### src/rtl/match_run_detector.sv
// Compares two operands on every accepted sample, counts matches and mismatches,
// and tracks lock once RUN_LEN consecutive matches have been seen.
module match_run_detector #(
    parameter int W       = 2,
    parameter int RUN_LEN = 4,
    parameter int CNT_W   = 8
) (
    input  logic             clk,
    input  logic             rst_n,
    input  logic             clear,
    input  logic             in_valid,
    output logic             in_ready,
    input  logic [W-1:0]     x,
    input  logic [W-1:0]     y,
    output logic             out_valid,
    output logic             match_q,
    output logic             lock,
    output logic [3:0]       run_cnt,
    output logic [CNT_W-1:0] match_cnt,
    output logic [CNT_W-1:0] mismatch_cnt
);

    typedef enum logic [1:0] {
        SEARCH = 2'd0,
        LOCKED = 2'd1,
        LOSING = 2'd2
    } state_t;

    localparam logic [3:0]       RUN_MAX = 4'(RUN_LEN);
    localparam logic [CNT_W-1:0] CNT_MAX = '1;
    localparam logic [CNT_W-1:0] CNT_ONE = CNT_W'(1);

    state_t           state;
    state_t           state_nxt;
    logic [3:0]       run_nxt;
    logic [CNT_W-1:0] match_nxt;
    logic [CNT_W-1:0] mismatch_nxt;
    logic [1:0]       rst_pipe;
    logic             rst_sync_n;
    logic             accept;
    logic             eq;

    // Assert asynchronously, release only after two clean clk edges.
    always_ff @(posedge clk or negedge rst_n) begin
        if (!rst_n) rst_pipe <= 2'b00;
        else        rst_pipe <= {rst_pipe[0], 1'b1};
    end
    assign rst_sync_n = rst_pipe[1];

    assign in_ready = ~clear;
    assign accept   = in_valid & in_ready;
    assign eq       = (x == y);

    // NOTE: every output of this block gets a default first, so no path can infer a latch.
    always_comb begin
        state_nxt    = state;
        run_nxt      = run_cnt;
        match_nxt    = match_cnt;
        mismatch_nxt = mismatch_cnt;
        if (accept) begin
            if (eq) begin
                if (run_cnt != RUN_MAX)   run_nxt   = run_cnt + 4'd1;
                if (match_cnt != CNT_MAX) match_nxt = match_cnt + CNT_ONE;
            end else begin
                run_nxt = 4'd0;
                if (mismatch_cnt != CNT_MAX) mismatch_nxt = mismatch_cnt + CNT_ONE;
            end
            unique case (state)
                SEARCH:  if (eq && run_nxt == RUN_MAX) state_nxt = LOCKED;
                LOCKED:  if (!eq) state_nxt = LOSING;
                LOSING:  state_nxt = eq ? LOCKED : SEARCH;
                default: state_nxt = SEARCH;
            endcase
        end
    end

    // NOTE: sequential state uses non-blocking assignments so all flops see pre-edge values.
    always_ff @(posedge clk or negedge rst_sync_n) begin
        if (!rst_sync_n) begin
            state        <= SEARCH;
            lock         <= 1'b0;
            run_cnt      <= 4'd0;
            match_cnt    <= '0;
            mismatch_cnt <= '0;
            out_valid    <= 1'b0;
            match_q      <= 1'b0;
        end else if (clear) begin
            state        <= SEARCH;
            lock         <= 1'b0;
            run_cnt      <= 4'd0;
            match_cnt    <= '0;
            mismatch_cnt <= '0;
            out_valid    <= 1'b0;
            match_q      <= 1'b0;
        end else begin
            state        <= state_nxt;
            // Registered from the next state so lock rises on the same edge as the state.
            lock         <= (state_nxt != SEARCH);
            run_cnt      <= run_nxt;
            match_cnt    <= match_nxt;
            mismatch_cnt <= mismatch_nxt;
            out_valid    <= accept;
            if (accept) match_q <= eq;
        end
    end

endmodule

### config.mk
export PLATFORM = sky130hd
export DESIGN_NAME = match_run_detector
export DESIGN_NICKNAME = d
export VERILOG_FILES = /design/src/rtl/match_run_detector.sv
export SDC_FILE = /design/constraint.sdc
export NUM_CORES = 1
export LEC_CHECK = 0
export CELL_PAD_IN_SITES_DETAIL_PLACEMENT = 0
export CELL_PAD_IN_SITES_GLOBAL_PLACEMENT = 1
export CORE_ASPECT_RATIO = 0.9
export CORE_UTILIZATION = 46
export DETAILED_ROUTE_END_ITERATION = 16
export DONT_BUFFER_PORTS = 1
export PLACE_DENSITY = 0.84
export SKIP_LAST_GASP = 1
export SYNTH_ARGS = -nofsm -noshare
export SYNTH_HDL_FRONTEND = slang
export SYNTH_SLANG_ARGS = --single-unit
### constraint.sdc
create_clock -name clk -period 1.1 [get_ports clk]
set_input_delay 0.33 -clock clk [delete_from_list [all_inputs] [get_ports clk]]
set_output_delay 0.33 -clock clk [all_outputs]
set_load 0.05 [all_outputs]
# After elaboration in Yosys (flattened, before gate mapping)
# Cells that the tools add are included.
op_classes:
  reduce_logical: 9
  eq_ne: 8
  add_sub_neg: 3
  n_bitwise: 2
  muxes: 23
ops:
  columns: ["cell", "n"]
  rows:
  - ["two-way mux 8 bit", 8]
  - ["two-way mux 4 bit", 5]
  - ["adder 8 x 1 -> 8 bit, second input constant", 2]
  - ["inequality test 8 bit, second input constant", 2]
  - ["nonzero test 2 bit", 5]
  - ["two-way mux 2 bit", 4]
  - ["case mux 2 bit (3 select lines)", 1]
  - ["AND reduction 3 bit", 2]
  - ["two-way mux 1 bit", 5]
  - ["adder 4 x 1 -> 4 bit, second input constant", 1]
  - ["equality test 4 x 3 -> 1 bit, second input constant", 1]
  - ["inequality test 4 x 3 -> 1 bit, second input constant", 1]
  - ["equality test 2 x 1 -> 1 bit, second input constant", 1]
  - ["equality test 2 bit", 1]
  - ["equality test 2 bit, second input constant", 1]
  - ["logical NOT 2 bit", 1]
  - ["inequality test 2 bit, second input constant", 1]
  - ["bitwise AND 1 bit", 1]
  - ["logical AND 1 bit", 1]
  - ["NOT 1 bit", 1]
word_totals:
  regBits: 27
  wordCells: 53
  out_inout_bits: 24

# Depth between registers and ports, before layout
logic_depth:
  ltp_word: 11
  mapped_depth: 6

# Least setup slack after synthesis
# OpenSTA, ideal clock, no wires.
synth_path:
  path_kind: "register -> register"
  start: "register run_cnt[0]"
  end: "register lock"
  path_stages_with_launch: 7
  setup_slack_ps: -920
  arrival_ps: 1919
  period_less_slack_ps: 2020
  cell_sequence: "dfrtp_1 inv_1 ha_1 o21a_1 o311ai_0 a311oi_1 nor4_1"
synth_between:
  elab_chain_len: 11
  word_cells_on_any_way: 12
  classes_between: "add/sub (1); eq/ne (2); mux (7); reduce/logical (2)"
synth_rtl:
  columns: ["item", "line_no", "source"]
  rows:
  - ["start: declaration", "18", "output logic [3:0] run_cnt,"]
  - ["start signal: assignment", "99", "run_cnt <= run_nxt;"]
  - ["adder 4 x 1 -> 4 bit or inequality test 4 x 3 -> 1 bit (tied branches)", "62", "if (run_cnt != RUN_MAX) run_nxt = run_cnt + 4'd1;"]
  - ["two-way mux 4 bit *", "62", null]
  - ["two-way mux 4 bit *", "61", "if (eq) begin"]
  - ["two-way mux 4 bit *", "60", "if (accept) begin"]
  - ["equality test 4 x 3 -> 1 bit *", "69", "SEARCH: if (eq && run_nxt == RUN_MAX) state_nxt = LOCKED;"]
  - ["logical AND 1 bit *", "69", null]
  - ["two-way mux 2 bit *", "69", null]
  - ["case mux 2 bit (3 select lines) *", "68", "unique case (state)"]
  - ["two-way mux 2 bit *", "60", null]
  - ["nonzero test 2 bit *", "98", "lock <= (state_nxt != SEARCH);"]
  - ["two-way mux 1 bit *", "87", "end else if (clear) begin"]
  - ["end signal: assignment", "98", null]
  - ["end: declaration", "17", "output logic lock,"]
# Every way passes the cells marked *; elsewhere a longest branch is shown, timed or not. The select of a mux whose other input is x is not followed.
# A chain may end at the register's enable or synchronous reset.

# Worst setup path in the final report
layout_path:
  start: "register run_cnt[1]"
  end: "register lock"
# Same word-level chain as after synthesis.

==> metrics.md <==
| Metric | Value |
|---|---|
| Status | `complete, but fails checks` |
| Failing checks | `setup timing` |
| CP Cell Sequence | `inv_2, ha_4, o21a_1, o311ai_2, a311oi_1, nor4_1` |
| Slowest-stage cell, CP | `dfrtp_2` |
| Worst reg-to-reg setup slack | `-0.45 ns` |
| Via density | `6.01` |
| Crit. End Element | `flop` |
| Ys Warns | `0` |
| Post-synth net total | `178` |
| Hold path endpoint | `mismatch_cnt[6]` |
| Starting Density | `0.490` |
| Count of flip-flops with a built-in enable after synthesis | `0` |
| Sequential group share of total power | `0.542` |
| LEAKAGE | `1.08 nW` |
| Async S/R FF share, synth | `1.00` |
| Pre-CTS setup slack | `-0.515 ns` |
| R2r startpoint | `run_cnt[1]` |
| Die Y | `~56 um` |
| Root buffer cell | `clkbuf_4` |
| Number of global-route vias before repair | `~1700` |
| Psw | `between 0.5 and 0.6 mW` |
| Top delay family on crit path | `compound AO/OA/AOI/OAI gates` |
| Post-route ant nets | `0` |
| Vias | `approximately 1700` |
| TritonRoute pass-1 iters | `4` |
| Final Skew | `0.00383 ns` |
| #FFs+latches synth | `27` |
| Least-Margin Pin Slew | `between 0.5 and 0.6 ns` |
| Final worst slack | `-0.455 ns` |
| Post-route DRC | `0` |
| Pint | `about 1.4 mW` |
| Clock-pin slew on the worst setup and hold paths | `around 0.16 ns` |
| Min Tclk post-route | `roughly 1.6 ns` |
| GRT Overall Usage | `0.273` |
| H-tree depth | `1` |
| Area taken by multi-input logic gates | `between 1000 and 1500 um2` |
| Die ar. | `about 3500 um2` |
| WP data arrival | `between 1.5 and 2 ns` |
| Fraction of layout cells with a size suffix above 1 | `0.649` |
| Antenna cells | `0` |
| Pwr per Cell Area | `~710 nW/um2` |
| WL final | `about 5100 um` |
| DRT iter0 DRCs | `114` |
| Sw frac | `0.302` |
| Layout Nets | `between 200 and 300` |
| Setup TNS | `-12.23 ns` |
| Buffers and inverters on the worst path | `1` |
| Mean Syn Cell Area | `roughly 9.1 um2` |
| Yosys cell types | `38` |
| Worst relative slew slack | `0.618` |
| Cell accounting for the most synthesized area | `dfrtp_1` |
| Fill cells | `about 150` |
| Area added between synthesis and finish | `78.7%` |
| Ys flop type | `dfrtp_1` |
| Die width | `62.5 um` |
| Ports | `32` |
| First-pass GRT wire length | `about 7600 um` |
| Leading cell types by count after synthesis | `27 x dfrtp_1, 14 x a21oi_1, 14 x nand3_1, 14 x nor2_1, 12 x nand2_1` |
| Initial antenna violation count | `0` |
| Cell count of the worst reg-to-reg path | `6` |
| Worst R2R End | `lock` |
| Register area share after synthesis | `0.446` |
| Most common cell in the netlist | `dfrtp_1` |
| Hold path depth | `1` |
| Longest Clk Path Bufs | `2` |
| HPWL after DPL | `roughly 3000 um` |
| Netlist Area Pre-Place | `around 1500 um2` |
| Post-synthesis mux area share | `0.0570` |
| Xor/xnor share of the synthesized area | `0.0231` |
| Hold_sp | `clear` |
| Synth Area in Compound Gates | `0.154` |
| Comb pwr share | `0.219` |
| Core area | `between 3000 and 4000 um2` |
| Num CTS Buffers | `3` |
| RSZ-0062 raised after global routing | `true` |
| Crit path largest cell delay | `0.42 ns` |
| Drt wl/cell | `roughly 18 um` |
| # rows | `19` |
| Setup CP Type | `reg2reg` |
| Register Area | `699 um2` |
| Synth Area in Simple Gates | `0.246` |
| Largest family of logic cells by synthesized area | `simple AND/OR/NAND/NOR gates` |
| Largest net degree at the start of global routing | `29` |
| Final Hold Viols | `0` |
| Critical Path RT | `~1.4 ns` |
| Tcrit/Tclk final | `1.41` |
| FMAX | `about 0.64 GHz` |
| Cells after synthesis | `around 170` |
| CTS tree | `built` |
| Worst-Skew Late Latency | `between 0.3 and 0.4 ns` |
| Synth area leaders | `dfrtp_1 45%, a21oi_1 4.6%, nand3_1 4.6%` |
| Overflow after GRT | `0` |
| Largest vdd supply drop | `0.586 mV` |
| Port Buf Inserts | `0` |
| Max-cap violations | `0` |
| CTS sink count | `27` |
| Synth top area share | `0.446` |
| Hold crit path type | `in2reg` |
| Crit Path Max Fanout | `2` |
| Final Max Slew Viols | `0` |
| Power share of the clock group | `0.239` |
| Final setup vio count | `44` |
| CP Launch Type | `flop` |
| Routability congestion estimate | `0.821` |
| Adder-cell share of the synthesized area | `0.0330` |
[placed cells by master (no fill, tap or decap), types with 3 or more instances in the layout]
| cell | instances |
|---|---|
| dfrtp_1 | 8 |
| nand2_1 | 12 |
| mux2_2 | 3 |
| inv_1 | 3 |
| a21oi_2 | 11 |
| o21ai_0 | 7 |
| a21oi_1 | 3 |
| ha_4 | 3 |
| buf_8 | 11 |
| buf_6 | 31 |
| or3_4 | 3 |
| or4_4 | 4 |
| clkbuf_4 | 3 |
| dfrtp_2 | 19 |
| mux2i_1 | 3 |
| nand3_1 | 7 |
| nor2_1 | 11 |
| nand4_1 | 5 |
| nor2b_1 | 5 |
| buf_4 | 35 |
| nand3_2 | 7 |
[layer usage]
layer | vias to the layer above | global-route usage | wire [um]
li1 | 765 | - | -
met1 | 857 | 0.333 | 2070
met2 | 73 | 0.497 | 2610
met3 | 12 | 0.0488 | 302
met4 | 0 | 0.0664 | 74
met5 | - | 0 | 0
[metrics by stage]
step                instance area [um2]  hold slack [ns]  power (mW)  std cells   util
global route                       2710          0.00441        2.00        284  0.876
finish                             2710           0.0244        1.94        284  0.876
floorplan                          1740           0.0344        1.31        166      -
detailed placement                 2210           0.0344        1.42        263  0.715
global placement                   2210           0.0344        1.40        263  0.715
CTS                                2580           0.0225        1.89        280  0.834
[worst reg2reg max path, delay by kind of cell (launching register included)]
kind / cells / cell delay, ns
buf+inv: 1 / 0.05
compound gates: 3 / 0.61
fa+ha+maj: 1 / 0.15
simple gates: 1 / 0.24
flops: 1 / 0.42
[power groups by stage]
stage	registers, mW	clock network (mW)	logic [mW]
final	1.05	0.462	0.424
after global routing	1.05	0.503	0.448
after CTS	1.05	0.455	0.388
after detailed placement	1.06	0	0.352
after global placement	1.06	0	0.340
after floorplan	1.13	0	0.171
[flip-flops by register name, summed over array words and instances, names as in the netlist]
name	count
match_cnt	8
mismatch_cnt	8
run_cnt	4
rst_pipe	2
state	2
lock	1
match_q	1
out_valid	1
[layout make-up]
| cell class | count | area share |
|---|---|---|
| multi-input cells | 126 | 0.405 |
| clock buffers | 4 | 0.00970 |
| inverters | 6 | 0.00924 |
| flip-flops and latches | 27 | 0.258 |
| repair buffers | 79 | 0.298 |
| well taps | 42 | 0.0194 |
[cells by family (layout without fill, tap and decap cells)]
kind of cell             Yosys count  in the layout
AO/OA/AOI/OAI                     38             38
adder cells (fa/ha/maj)            4              4
other                              1              1
AND/OR/NAND/NOR                   71             71
multiplexers                       8              8
XOR/XNOR                           4              4
flip-flops                        27             27
buffers and inverters             13             89
[worst max path at each step]
stage                    start           end  depth (start not counted)
finish              run_cnt[1]          lock                          6
global route        run_cnt[1]          lock                          6
CTS                 run_cnt[0]          lock                          6
detailed placement        y[1]  match_cnt[7]                          4
global placement          y[0]  match_cnt[7]                          4
floorplan           run_cnt[0]          lock                          6
[what timing repair did]
action                     4_1_cts  5_1_grt
hold buffers                     1        0
hold endpoints to repair         2        0
setup endpoints to repair       45       45
pin swaps                       17        4
gates resized for setup         61       23
gates cloned                     0        0
setup buffers                   12        4
No activity file was read; power rests on OpenSTA's default activity.
